==> src/rtl/mc10_exp_bus.sv <==
// MC-10 multi-slot expansion-bus controller: decoded slot windows, sequenced
// select/strobe/acknowledge access with wait states, timeout and latched NMI.
module mc10_exp_bus #(
    parameter int NUM_SLOTS = 4,
    parameter int DATA_W    = 8,
    parameter int ADDR_W    = 16,
    parameter int WIN_BITS  = 10,
    parameter logic [ADDR_W-WIN_BITS-1:0] BASE_PAGE = 'h20,
    parameter int TIMEOUT   = 15
) (
    input  logic                        clk_sys,
    input  logic                        reset,
    input  logic                        cpu_req,
    input  logic [ADDR_W-1:0]           cpu_addr,
    input  logic                        cpu_rw,
    input  logic [DATA_W-1:0]           cpu_dout,
    output logic [DATA_W-1:0]           cpu_din,
    output logic                        cpu_ready,
    output logic                        busy,
    output logic [NUM_SLOTS-1:0]        exp_sel,
    output logic [ADDR_W-1:0]           exp_addr,
    output logic [DATA_W-1:0]           exp_dout,
    output logic                        exp_rw,
    output logic                        exp_strobe,
    input  logic [NUM_SLOTS*DATA_W-1:0] exp_din,
    input  logic [NUM_SLOTS-1:0]        exp_ack,
    input  logic [NUM_SLOTS-1:0]        exp_nmi,
    input  logic [NUM_SLOTS-1:0]        nmi_clr,
    output logic                        nmi,
    output logic [NUM_SLOTS-1:0]        nmi_pend,
    output logic                        bus_err,
    input  logic                        err_clr
);

    localparam int PW = ADDR_W - WIN_BITS;
    localparam int SW = (NUM_SLOTS > 1) ? $clog2(NUM_SLOTS) : 1;

    typedef enum logic [1:0] {IDLE, SETUP, STROBE, DONE} state_t;

    state_t                state_q, state_d;
    logic [ADDR_W-1:0]     addr_q, addr_d;
    logic                  rw_q, rw_d;
    logic [DATA_W-1:0]     dout_q, dout_d;
    logic [SW-1:0]         slot_q, slot_d;
    logic [7:0]            cnt_q, cnt_d;
    logic [DATA_W-1:0]     data_q, data_d;
    logic                  bus_err_q, bus_err_d;
    logic [NUM_SLOTS-1:0]  nmi_pend_q, nmi_pend_d;
    logic [NUM_SLOTS-1:0]  nmi_prev_q, nmi_prev_d;
    logic                  nmi_q, nmi_d;

    logic [PW-1:0]         page_off;
    logic                  hit;
    logic                  ack_sel;
    logic [DATA_W-1:0]     din_sel;
    logic                  timeout_hit;

    // Unsigned subtraction makes pages below BASE_PAGE wrap to large values and miss.
    always_comb begin
        page_off = cpu_addr[ADDR_W-1:WIN_BITS] - BASE_PAGE;
        hit      = (page_off < PW'(NUM_SLOTS));
        ack_sel  = exp_ack[int'(slot_q)];
        din_sel  = exp_din[int'(slot_q)*DATA_W +: DATA_W];
    end

    // NOTE: every signal written here gets a default first, so no path leaves one unassigned and no latch is inferred.
    always_comb begin
        state_d     = state_q;
        addr_d      = addr_q;
        rw_d        = rw_q;
        dout_d      = dout_q;
        slot_d      = slot_q;
        cnt_d       = cnt_q;
        data_d      = data_q;
        timeout_hit = 1'b0;

        case (state_q)
            IDLE: begin
                if (cpu_req) begin
                    if (hit) begin
                        addr_d  = cpu_addr;
                        rw_d    = cpu_rw;
                        dout_d  = cpu_dout;
                        slot_d  = page_off[SW-1:0];
                        state_d = SETUP;
                    end else begin
                        data_d  = '0;
                        state_d = DONE;
                    end
                end
            end
            SETUP: begin
                cnt_d   = '0;
                state_d = STROBE;
            end
            STROBE: begin
                if (ack_sel) begin
                    data_d  = rw_q ? din_sel : '0;
                    state_d = DONE;
                end else if (cnt_q == 8'(TIMEOUT - 1)) begin
                    timeout_hit = 1'b1;
                    data_d      = '0;
                    state_d     = DONE;
                end else begin
                    cnt_d = cnt_q + 8'd1;
                end
            end
            DONE:    state_d = IDLE;
            default: state_d = IDLE;
        endcase

        // A timeout in the same cycle as err_clr wins.
        bus_err_d  = timeout_hit ? 1'b1 : (err_clr ? 1'b0 : bus_err_q);
        nmi_prev_d = exp_nmi;
        nmi_pend_d = (nmi_pend_q & ~nmi_clr) | (exp_nmi & ~nmi_prev_q);
        nmi_d      = |nmi_pend_d;
    end

    // NOTE: state registers use non-blocking assignments so all flops update together on the edge.
    always_ff @(posedge clk_sys or posedge reset) begin
        if (reset) begin
            state_q    <= IDLE;
            addr_q     <= '0;
            rw_q       <= 1'b1;
            dout_q     <= '0;
            slot_q     <= '0;
            cnt_q      <= '0;
            data_q     <= '0;
            bus_err_q  <= 1'b0;
            nmi_pend_q <= '0;
            nmi_prev_q <= '0;
            nmi_q      <= 1'b0;
        end else begin
            state_q    <= state_d;
            addr_q     <= addr_d;
            rw_q       <= rw_d;
            dout_q     <= dout_d;
            slot_q     <= slot_d;
            cnt_q      <= cnt_d;
            data_q     <= data_d;
            bus_err_q  <= bus_err_d;
            nmi_pend_q <= nmi_pend_d;
            nmi_prev_q <= nmi_prev_d;
            nmi_q      <= nmi_d;
        end
    end

    // Outputs decode straight from flops, so an asynchronous reset clears them at once.
    always_comb begin
        busy       = (state_q != IDLE);
        cpu_ready  = (state_q == DONE);
        cpu_din    = (state_q == DONE) ? data_q : '0;
        exp_sel    = ((state_q == SETUP) || (state_q == STROBE)) ?
                     (NUM_SLOTS'(1) << slot_q) : '0;
        exp_strobe = (state_q == STROBE);
        exp_rw     = ((state_q == SETUP) || (state_q == STROBE)) ? rw_q : 1'b1;
        exp_addr   = addr_q;
        exp_dout   = dout_q;
        nmi        = nmi_q;
        nmi_pend   = nmi_pend_q;
        bus_err    = bus_err_q;
    end

endmodule

==> config.mk <==
export PLATFORM = sky130hd
export DESIGN_NAME = mc10_exp_bus
export DESIGN_NICKNAME = d
export VERILOG_FILES = /design/src/rtl/mc10_exp_bus.sv
export SDC_FILE = /design/constraint.sdc
export NUM_CORES = 1
export LEC_CHECK = 0
export BUFFER_PORTS_ARGS = -buffer_cell sky130_fd_sc_hd__buf_2
export CAP_MARGIN = 30
export CORE_MARGIN = 4
export CORE_UTILIZATION = 46
export CTS_CLUSTER_DIAMETER = 120
export DETAILED_ROUTE_END_ITERATION = 8
export GPL_TIMING_DRIVEN = 0
export HOLD_SLACK_MARGIN = 0.03
export PLACE_DENSITY = 0.82
export SLEW_MARGIN = 15
export SYNTH_ARGS = -nofsm -noshare
export SYNTH_HDL_FRONTEND = slang
export SYNTH_SLANG_ARGS = --single-unit
==> constraint.sdc <==
create_clock -name clk_sys -period 3.07 [get_ports clk_sys]
set_clock_uncertainty 0.1 [all_clocks]
set_input_delay 0.1535 -clock clk_sys [delete_from_list [all_inputs] [get_ports clk_sys]]
set_output_delay 0.1535 -clock clk_sys [all_outputs]
set_load 0.1 [all_outputs]
==> results.md, run 1 <==
* Cell chain of the critical path: buf_6 > mux4_2 > a41o_1 > o21ai_1 > o2bb2ai_1
* Relative slew slack at roughly 49%
* Worst-path fanout max at 10
* Hpwl dp at 5160 um
* Maxcap violations at 0
* Post-Synthesis Cell Area at approximately 2500 um2
* Detailed Route WL at ~7400 um
* VDD IR-drop max at around 0.84 mV
* Yosys warns at 0
* Cts bufs inserted at 5
* Non-Filler Instances at roughly 440
* Place WS at around 640 ps
* Pwr/cell area at roughly 1000 nW/um2
* Flops & latches, synth at 53
* N_diodes at 0
* Mapped Nets at around 290
* Die H at slightly above 80 um
* Unrepaired setup endpoints after global routing: no
* Placed Cells incl. Taps at between 300 and 400
* Synth Flop Type: dfrtp_1
* Worst Tran Pin Value at 754 ps
* WP depth at 5
* Initial Utilization at 48.4%
* Synth cell types at 40
* Row count at 26
* Largest net degree at the start of global routing at 30
* First-pass iteration count of the detailed router at 4
* Core area at about 5200 um2
* Avg Inst Size Synth at approximately 12 um2
* Worst path max stage delay at 620 ps
* CP max stage cell: mux4_2
* Antenna viol nets, final at 0
* Setup repair bufs after CTS at 0
* Final setup vio count at 0
* Critical path arrival at 2450 ps
* First-pass GRT wire length at 11500 um
* Die W at a little over 80 um
* CTS resizes at 0
* # DRC at 0
* Setup_tns at 0 ps
* Vias per inst at around 5.2
* Vias in the first global route at 2457
* Hold Vio Cnt, Final at 0
* Fillers at 380
* Root Buffer: clkbuf_8
* Hold Path Class: primary input to flip-flop
* Layout cells sized above 1 at about 45%
* Initial antenna violation count at 0
* Period Utilization, post-route at roughly three quarters
* CTS Hold Bufs at 31
* EDFF count, synth at 0
* Io pins at about 120
* Worst EP required at around 3200 ps
* Crit-path leading delay family: compound AO/OA/AOI/OAI gates
* GR Util All Layers at ~22%
* Worst Setup Start Kind: flip-flop
* Clk buf depth at 2
* Total number of vias at around 2300
* R2R depth at 5
* Sequential area share after synthesis at 52.4%
* Outcome: finished, final reports clean
* Hold depth at 3
* Leak at 0.00193 uW
* Initial DRC Count at approximately 140
* Tmin final at roughly 2300 ps
* Max Clock Freq at 427 MHz
* Die area at just under 7000 um2
* Worst setup margin at between 700 and 800 ps
* Critical path buffer and inverter count at 1
* Crit Path Category: flip-flop to flip-flop
* FFs w/ async S/R, synth at 100%
* Synth Instances at between 200 and 250
* Utilization after layout at between 60% and 70%
* Port Buffers at 118
* Worst-Skew Late Latency at roughly 300 ps
* CTS tree: done
* Avg WL per Cell at between 15 and 20 um
* CTS clock-pin slew for the worst setup and hold paths at around 100 ps
* Layout area overhead at 44.0%
* GP Congestion at around 0.75
* Max Slew Vio Count at 0
* Grt ovf at 0
* H-tree levels at 2
* Endpoint class of the critical path: flip-flop
* Clock Sinks at between 50 and 60
* Nets at 444
==> synthesized netlist by cell type, types with 2 or more instances <==
master | number | area, um2
a21oi_1 | 4 | 20.0
and2_1 | 8 | 50.1
and3_1 | 2 | 12.5
buf_2 | 2 | 10.0
clkbuf_1 | 4 | 15.0
dfrtp_1 | 52 | 1300
ha_1 | 6 | 75.1
inv_1 | 26 | 97.6
mux2_2 | 22 | 248
mux4_1 | 3 | 78.8
mux4_2 | 6 | 135
nand2_1 | 10 | 37.5
nand3_1 | 9 | 45.0
nor2_1 | 4 | 15.0
nor2b_1 | 3 | 18.8
nor4b_1 | 2 | 17.5
o211ai_1 | 3 | 22.5
o21ai_0 | 3 | 15.0
o22ai_1 | 6 | 37.5
o2bb2ai_1 | 8 | 70.1
o31a_1 | 2 | 17.5
o31ai_1 | 2 | 15.0
or4_1 | 4 | 30.0
==> layout make-up <==
cell class / count / area [um2] / area share, %
plain buffers: 8 / 40.0 / 1.10
clock buffers: 6 / 82.6 / 2.26
clock inverters: 2 / 17.5 / 0.480
inverters: 26 / 97.6 / 2.67
multi-input cells: 121 / 1080 / 29.5
flip-flops and latches: 53 / 1330 / 36.4
well taps: 70 / 87.6 / 2.40
repair buffers: 150 / 921 / 25.2
==> routing by layer <==
metal,share of wire [%],routed length (um),vias to the layer above,GRT usage [%]
met2,51,3780,98,39.7
met5,0,0,-,0
met4,1.3,95,0,6.64
met3,8.5,630,8,7.05
li1,-,-,1061,-
met1,39,2880,1104,25.8
==> placed cells by master, fill, tap and decap left out, types with 3 or more instances in the layout <==
master,count
and2_1,8
inv_1,25
dfrtp_1,52
dlygate4sd3_1,31
nor2_1,3
nor2b_1,3
a21oi_1,4
o22ai_1,6
or4_1,4
mux4_1,3
o211ai_1,3
mux4_2,6
o2bb2ai_1,8
o21ai_0,3
buf_2,120
nand2_1,10
mux2_2,22
nand3_1,9
ha_1,6
clkbuf_1,4
clkbuf_8,6
==> metrics by stage <==
stage | power, uW | instance area, um2 | hold WS [ps]
2_1_floorplan | 2930 | 2540 | 84.9
3_3_place_gp | 3290 | 3220 | 176
3_5_place_dp | 3340 | 3240 | 163
4_1_cts | 3800 | 3650 | 166
5_1_grt | 3970 | 3650 | 203
6_report | 3820 | 3650 | 168
==> cells by family after synthesis <==
logic type / Yosys count / share of synthesized area (%)
adders and majority gates: 6 / 2.96
muxes: 32 / 18.6
and+or+nand+nor: 49 / 10.8
AOI/OAI and AO/OA: 34 / 9.82
DFF: 53 / 52.4
buffers and inverters: 34 / 5.43
==> worst reg2reg max path, cell delays in order, from the launching register on <==
cell and delay [ps]:
dfrtp_1 370, buf_6 130, mux4_2 620, a41o_1 320, o21ai_1 530, o2bb2ai_1 190
==> worst paths after layout <==
check,startpoint,endpoint,slack [ps]
setup reg to reg,exp_addr[10]$_DFFE_PP0P_,data_q[1]$_DFFE_PP0P_,730
hold reg to reg,nmi_prev_q[3]$_DFF_PP0_,nmi_pend[3]$_DFF_PP0_,350
hold / removal,cpu_req,state_q[0]$_DFFE_PP0P_,170
min in group asynchronous,reset,nmi_prev_q[1]$_DFF_PP0_,410
max in group asynchronous,reset,rw_q$_DFFE_PP1P_,1850
setup / recovery,exp_addr[10]$_DFFE_PP0P_,data_q[1]$_DFFE_PP0P_,730
==> state kept, by name, summed over array words and instances (netlist names) <==
register	count
nmi_pend	4
nmi	1
rw_q	1
bus_err	1
cnt_q	8
data_q	8
nmi_prev_q	4
state_q	2
exp_addr	16
exp_dout	8
==> power breakdown <==
| part | switching [uW] | leakage, uW | internal, uW |
|---|---|---|---|
| Clock | 240 | 0.0000518 | 188 |
| Sequential | 114 | 0.000696 | 874 |
| Combinational | 1890 | 0.00118 | 516 |
| Total | 2240 | 0.00193 | 1580 |
No activity file was read; power rests on OpenSTA's default activity.
==> inputs of run 2 (changes only) <==
==> constraint.sdc (replaced) <==
create_clock -name clk_sys -period 2.2 [get_ports clk_sys]
set_clock_uncertainty 0.1 [all_clocks]
set_input_delay 0.11 -clock clk_sys [delete_from_list [all_inputs] [get_ports clk_sys]]
set_output_delay 0.11 -clock clk_sys [all_outputs]
set_load 0.1 [all_outputs]
==> run 2 against run 1 <==
Compared with the run above:
- register-to-register slack worse by 690 ps
- routed wire length rose by 0.50%
- utilization is 2.7 points higher
- count of clock-buffer cells in the layout did not move
- sequential power is 41% higher
- largest power group unchanged
- critical path depth unchanged
- highest routed layer unchanged
- fmax rose by 8.2%
- die area did not move
- sequential share of layout area fell by 1.3 points
- sequential cell count did not move
- via count is 2.9% higher
==> results.md, run 2 (synthesis gave the netlist of run 1 again) <==
* Outcome: finished, final reports clean (unchanged)
* RR Endpoint: cnt_q[7]$_DFFE_PP0P_ (was data_q[1]$_DFFE_PP0P_)
* Total number of vias at 2336 (was 2271)
* GR Util All Layers at 22.7% (was 22.4%)
* Switching Fraction at 56.8% (was 58.7%)
* Largest net degree at the start of global routing at 32 (was 30)
* Hold slack at 143 ps (was 168 ps)
* Commonest non-fill, non-tap cell in the layout: buf_2 (unchanged)
* Placed Area at 3290 um2 (was 3240 um2)
* Worst-Skew Late Latency at 300 ps (about the same)
* Initial Utilization at 48.4% (unchanged)
* Worst EP required at 2340 ps (was 3180 ps)
* Row count at 26 (unchanged)
* Vias in the first global route at 2370 (was 2457)
* Vias per inst at 5.29 (was 5.21)
* Unrepaired setup endpoints after global routing: yes (was no)
* Nets at 450 (was 444)
* Final Power at 5570 uW (was 3820 uW)
* Detailed Route WL at 7420 um (was 7380 um)
* Initial antenna violation count at 0 (unchanged)
* R2R depth at 5 (unchanged)
* Final setup vio count at 0 (unchanged)
* Io pins at 119 (unchanged)
* Clock share of power at 11.8% (was 11.2%)
* CTS tree: done (unchanged)
* Period Utilization, post-route at 98.3% (was 76.2%)
* Clk buf depth at 2 (unchanged)
* Hpwl dp at 4960 um (was 5160 um)
* Max Slew Vio Count at 0 (unchanged)
* N_diodes at 0 (unchanged)
* Worst Tran Pin Value at 669 ps (was 754 ps)
* Endpoint class of the critical path: flip-flop (unchanged)
* Crit path to: cnt_q[7]$_DFFE_PP0P_ (was data_q[1]$_DFFE_PP0P_)
* First-pass GRT wire length at 11600 um (was 11500 um)
* Utilization after layout at 72.5% (was 69.7%)
* Gate power share at 63.4% (was 63.0%)
* Cell internal pwr at 2410 uW (was 1580 uW)
* Hold Vio Cnt, Final at 0 (unchanged)
* Die W at 82.2 um (unchanged)
* Leak at 0.00199 uW (was 0.00193 uW)
* R2r setup slk at 40 ps (was 730 ps)
* Max reg flops at 16 (unchanged)
* Worst Setup Start Kind: flip-flop (unchanged)
* Maxcap violations at 0 (unchanged)
* Die area at 6760 um2 (unchanged)
* Critical path arrival at 2310 ps (was 2450 ps)
* Critical path startpoint: exp_addr[10]$_DFFE_PP0P_ (unchanged)
* Avg WL per Cell at 16.8 um (was 16.9 um)
* Tmin final at 2160 ps (was 2340 ps)
* Crit Path Category: flip-flop to flip-flop (unchanged)
* Grt ovf at 0 (unchanged)
* Pwr/cell area at 1470 nW/um2 (was 1050 nW/um2)
* Non-Filler Instances at 442 (was 436)
* GP Congestion at 0.796 (was 0.754)
* Layout area overhead at 49.7% (was 44.0%)
* Sequential share of power at 24.9% (was 25.8%)
* Worst-path fanout max at 5 (was 10)
* Die H at 82.2 um (unchanged)
* Root Buffer: clkbuf_8 (unchanged)
* Antenna viol nets, final at 0 (unchanged)
* # DRC at 0 (unchanged)
* Most frequent cells in the layout: 117 x buf_2, 50 x dfrtp_1, 31 x dlygate4sd3_1 (was 120 x buf_2, 52 x dfrtp_1, 31 x dlygate4sd3_1)
* Net Switching at 3160 uW (was 2240 uW)
* Initial DRC Count at 191 (was 135)
* Relative slew slack at 55.3% (was 49.1%)
* Hold Path Class: primary input to flip-flop (unchanged)
* H-tree levels at 2 (unchanged)
* Layout cells sized above 1 at 51.1% (was 44.8%)
* Max Clock Freq at 462 MHz (was 427 MHz)
* First-pass iteration count of the detailed router at 4 (unchanged)
* Clock Sinks at 53 (unchanged)
* Core area at 5240 um2 (unchanged)
* Placed Cells incl. Taps at 397 (unchanged)
* CTS clock-pin slew for the worst setup and hold paths at 90 ps (was 100 ps)
* Final Cell Area at 3790 um2 (was 3650 um2)
* Crit Reg-Reg Startpoint: exp_addr[10]$_DFFE_PP0P_ (unchanged)
* VDD IR-drop max at 1.30 mV (was 0.839 mV)
* Cts bufs inserted at 5 (unchanged)
* Port Buffers at 118 (unchanged)
==> run 2: cell types whose count changed in the layout (fill, tap and decap cells not counted), sizes merged <==
cell,before,now
bufinv,0,1
clkinv,1,0
clkbuf,10,11
buf,123,128
==> run 2: worst min path at each step <==
stage	startpoint	to	slack, ps	cells after the start
2_1_floorplan	exp_nmi[0]	nmi_prev_q[0]$_DFF_PP0_	40	0
3_3_place_gp	exp_nmi[2]	nmi_prev_q[2]$_DFF_PP0_	130	1
3_5_place_dp	exp_nmi[1]	nmi_prev_q[1]$_DFF_PP0_	130	1
4_1_cts	cpu_req	state_q[0]$_DFFE_PP0P_	130	3
5_1_grt	cpu_req	state_q[0]$_DFFE_PP0P_	150	3
6_report	cpu_req	state_q[0]$_DFFE_PP0P_	140	3
==> run 2: timing repair <==
action                                  CTS  global route
buffers inserted                          1             6
endpoints found under the setup margin    5            21
resized for setup                         3             7
endpoints found under the hold margin    60             0
hold buffers                             31             0
pin swaps                                 0             1
==> run 2: power by group through the flow <==
stage                     clock network, uW  logic, uW  registers (uW)
final                                   657       3530            1390
after global routing                    717       3700            1410
after CTS                               666       3430            1370
after detailed placement                  0       3360            1380
after global placement                    0       3300            1370
after floorplan                           0       1660            2510
==> run 2: stage by stage <==
stage               setup TNS, ps  worst slack [ps]
floorplan                    -991              -278
global placement            -1320              -105
detailed placement           -769             -78.1
CTS                             0              34.0
global route                -27.0             -19.5
finish                          0              36.6
==> run 2: area by class of cell <==
| type | count | area (um2) |
|---|---|---|
| Fill cell | 354 | 1440 |
| Buffer | 7 | 38.8 |
| Multi-Input combinational cell | 121 | 1140 |
| Clock buffer | 6 | 72.6 |
| Sequential cell | 53 | 1330 |
| Timing Repair Buffer | 157 | 992 |
| Clock inverter | 2 | 38.8 |
| Tap cell | 70 | 87.6 |
| Inverter | 26 | 97.6 |
==> run 2: worst max-delay path, stage by stage (launching register included) <==
cell and delay, ps:
dfrtp_2 370, buf_6 110, mux4_2 560, or3_4 420, or4_4 490, nand3_2 60
==> run 2: metal layers <==
metal | vias to the layer above | share of wire (%) | GRT usage [%]
li1 | 1079 | - | -
met1 | 1128 | 36 | 26.2
met2 | 109 | 53 | 39.6
met3 | 20 | 8.8 | 7.27
met4 | 0 | 2.1 | 7.48
met5 | - | 0 | 0
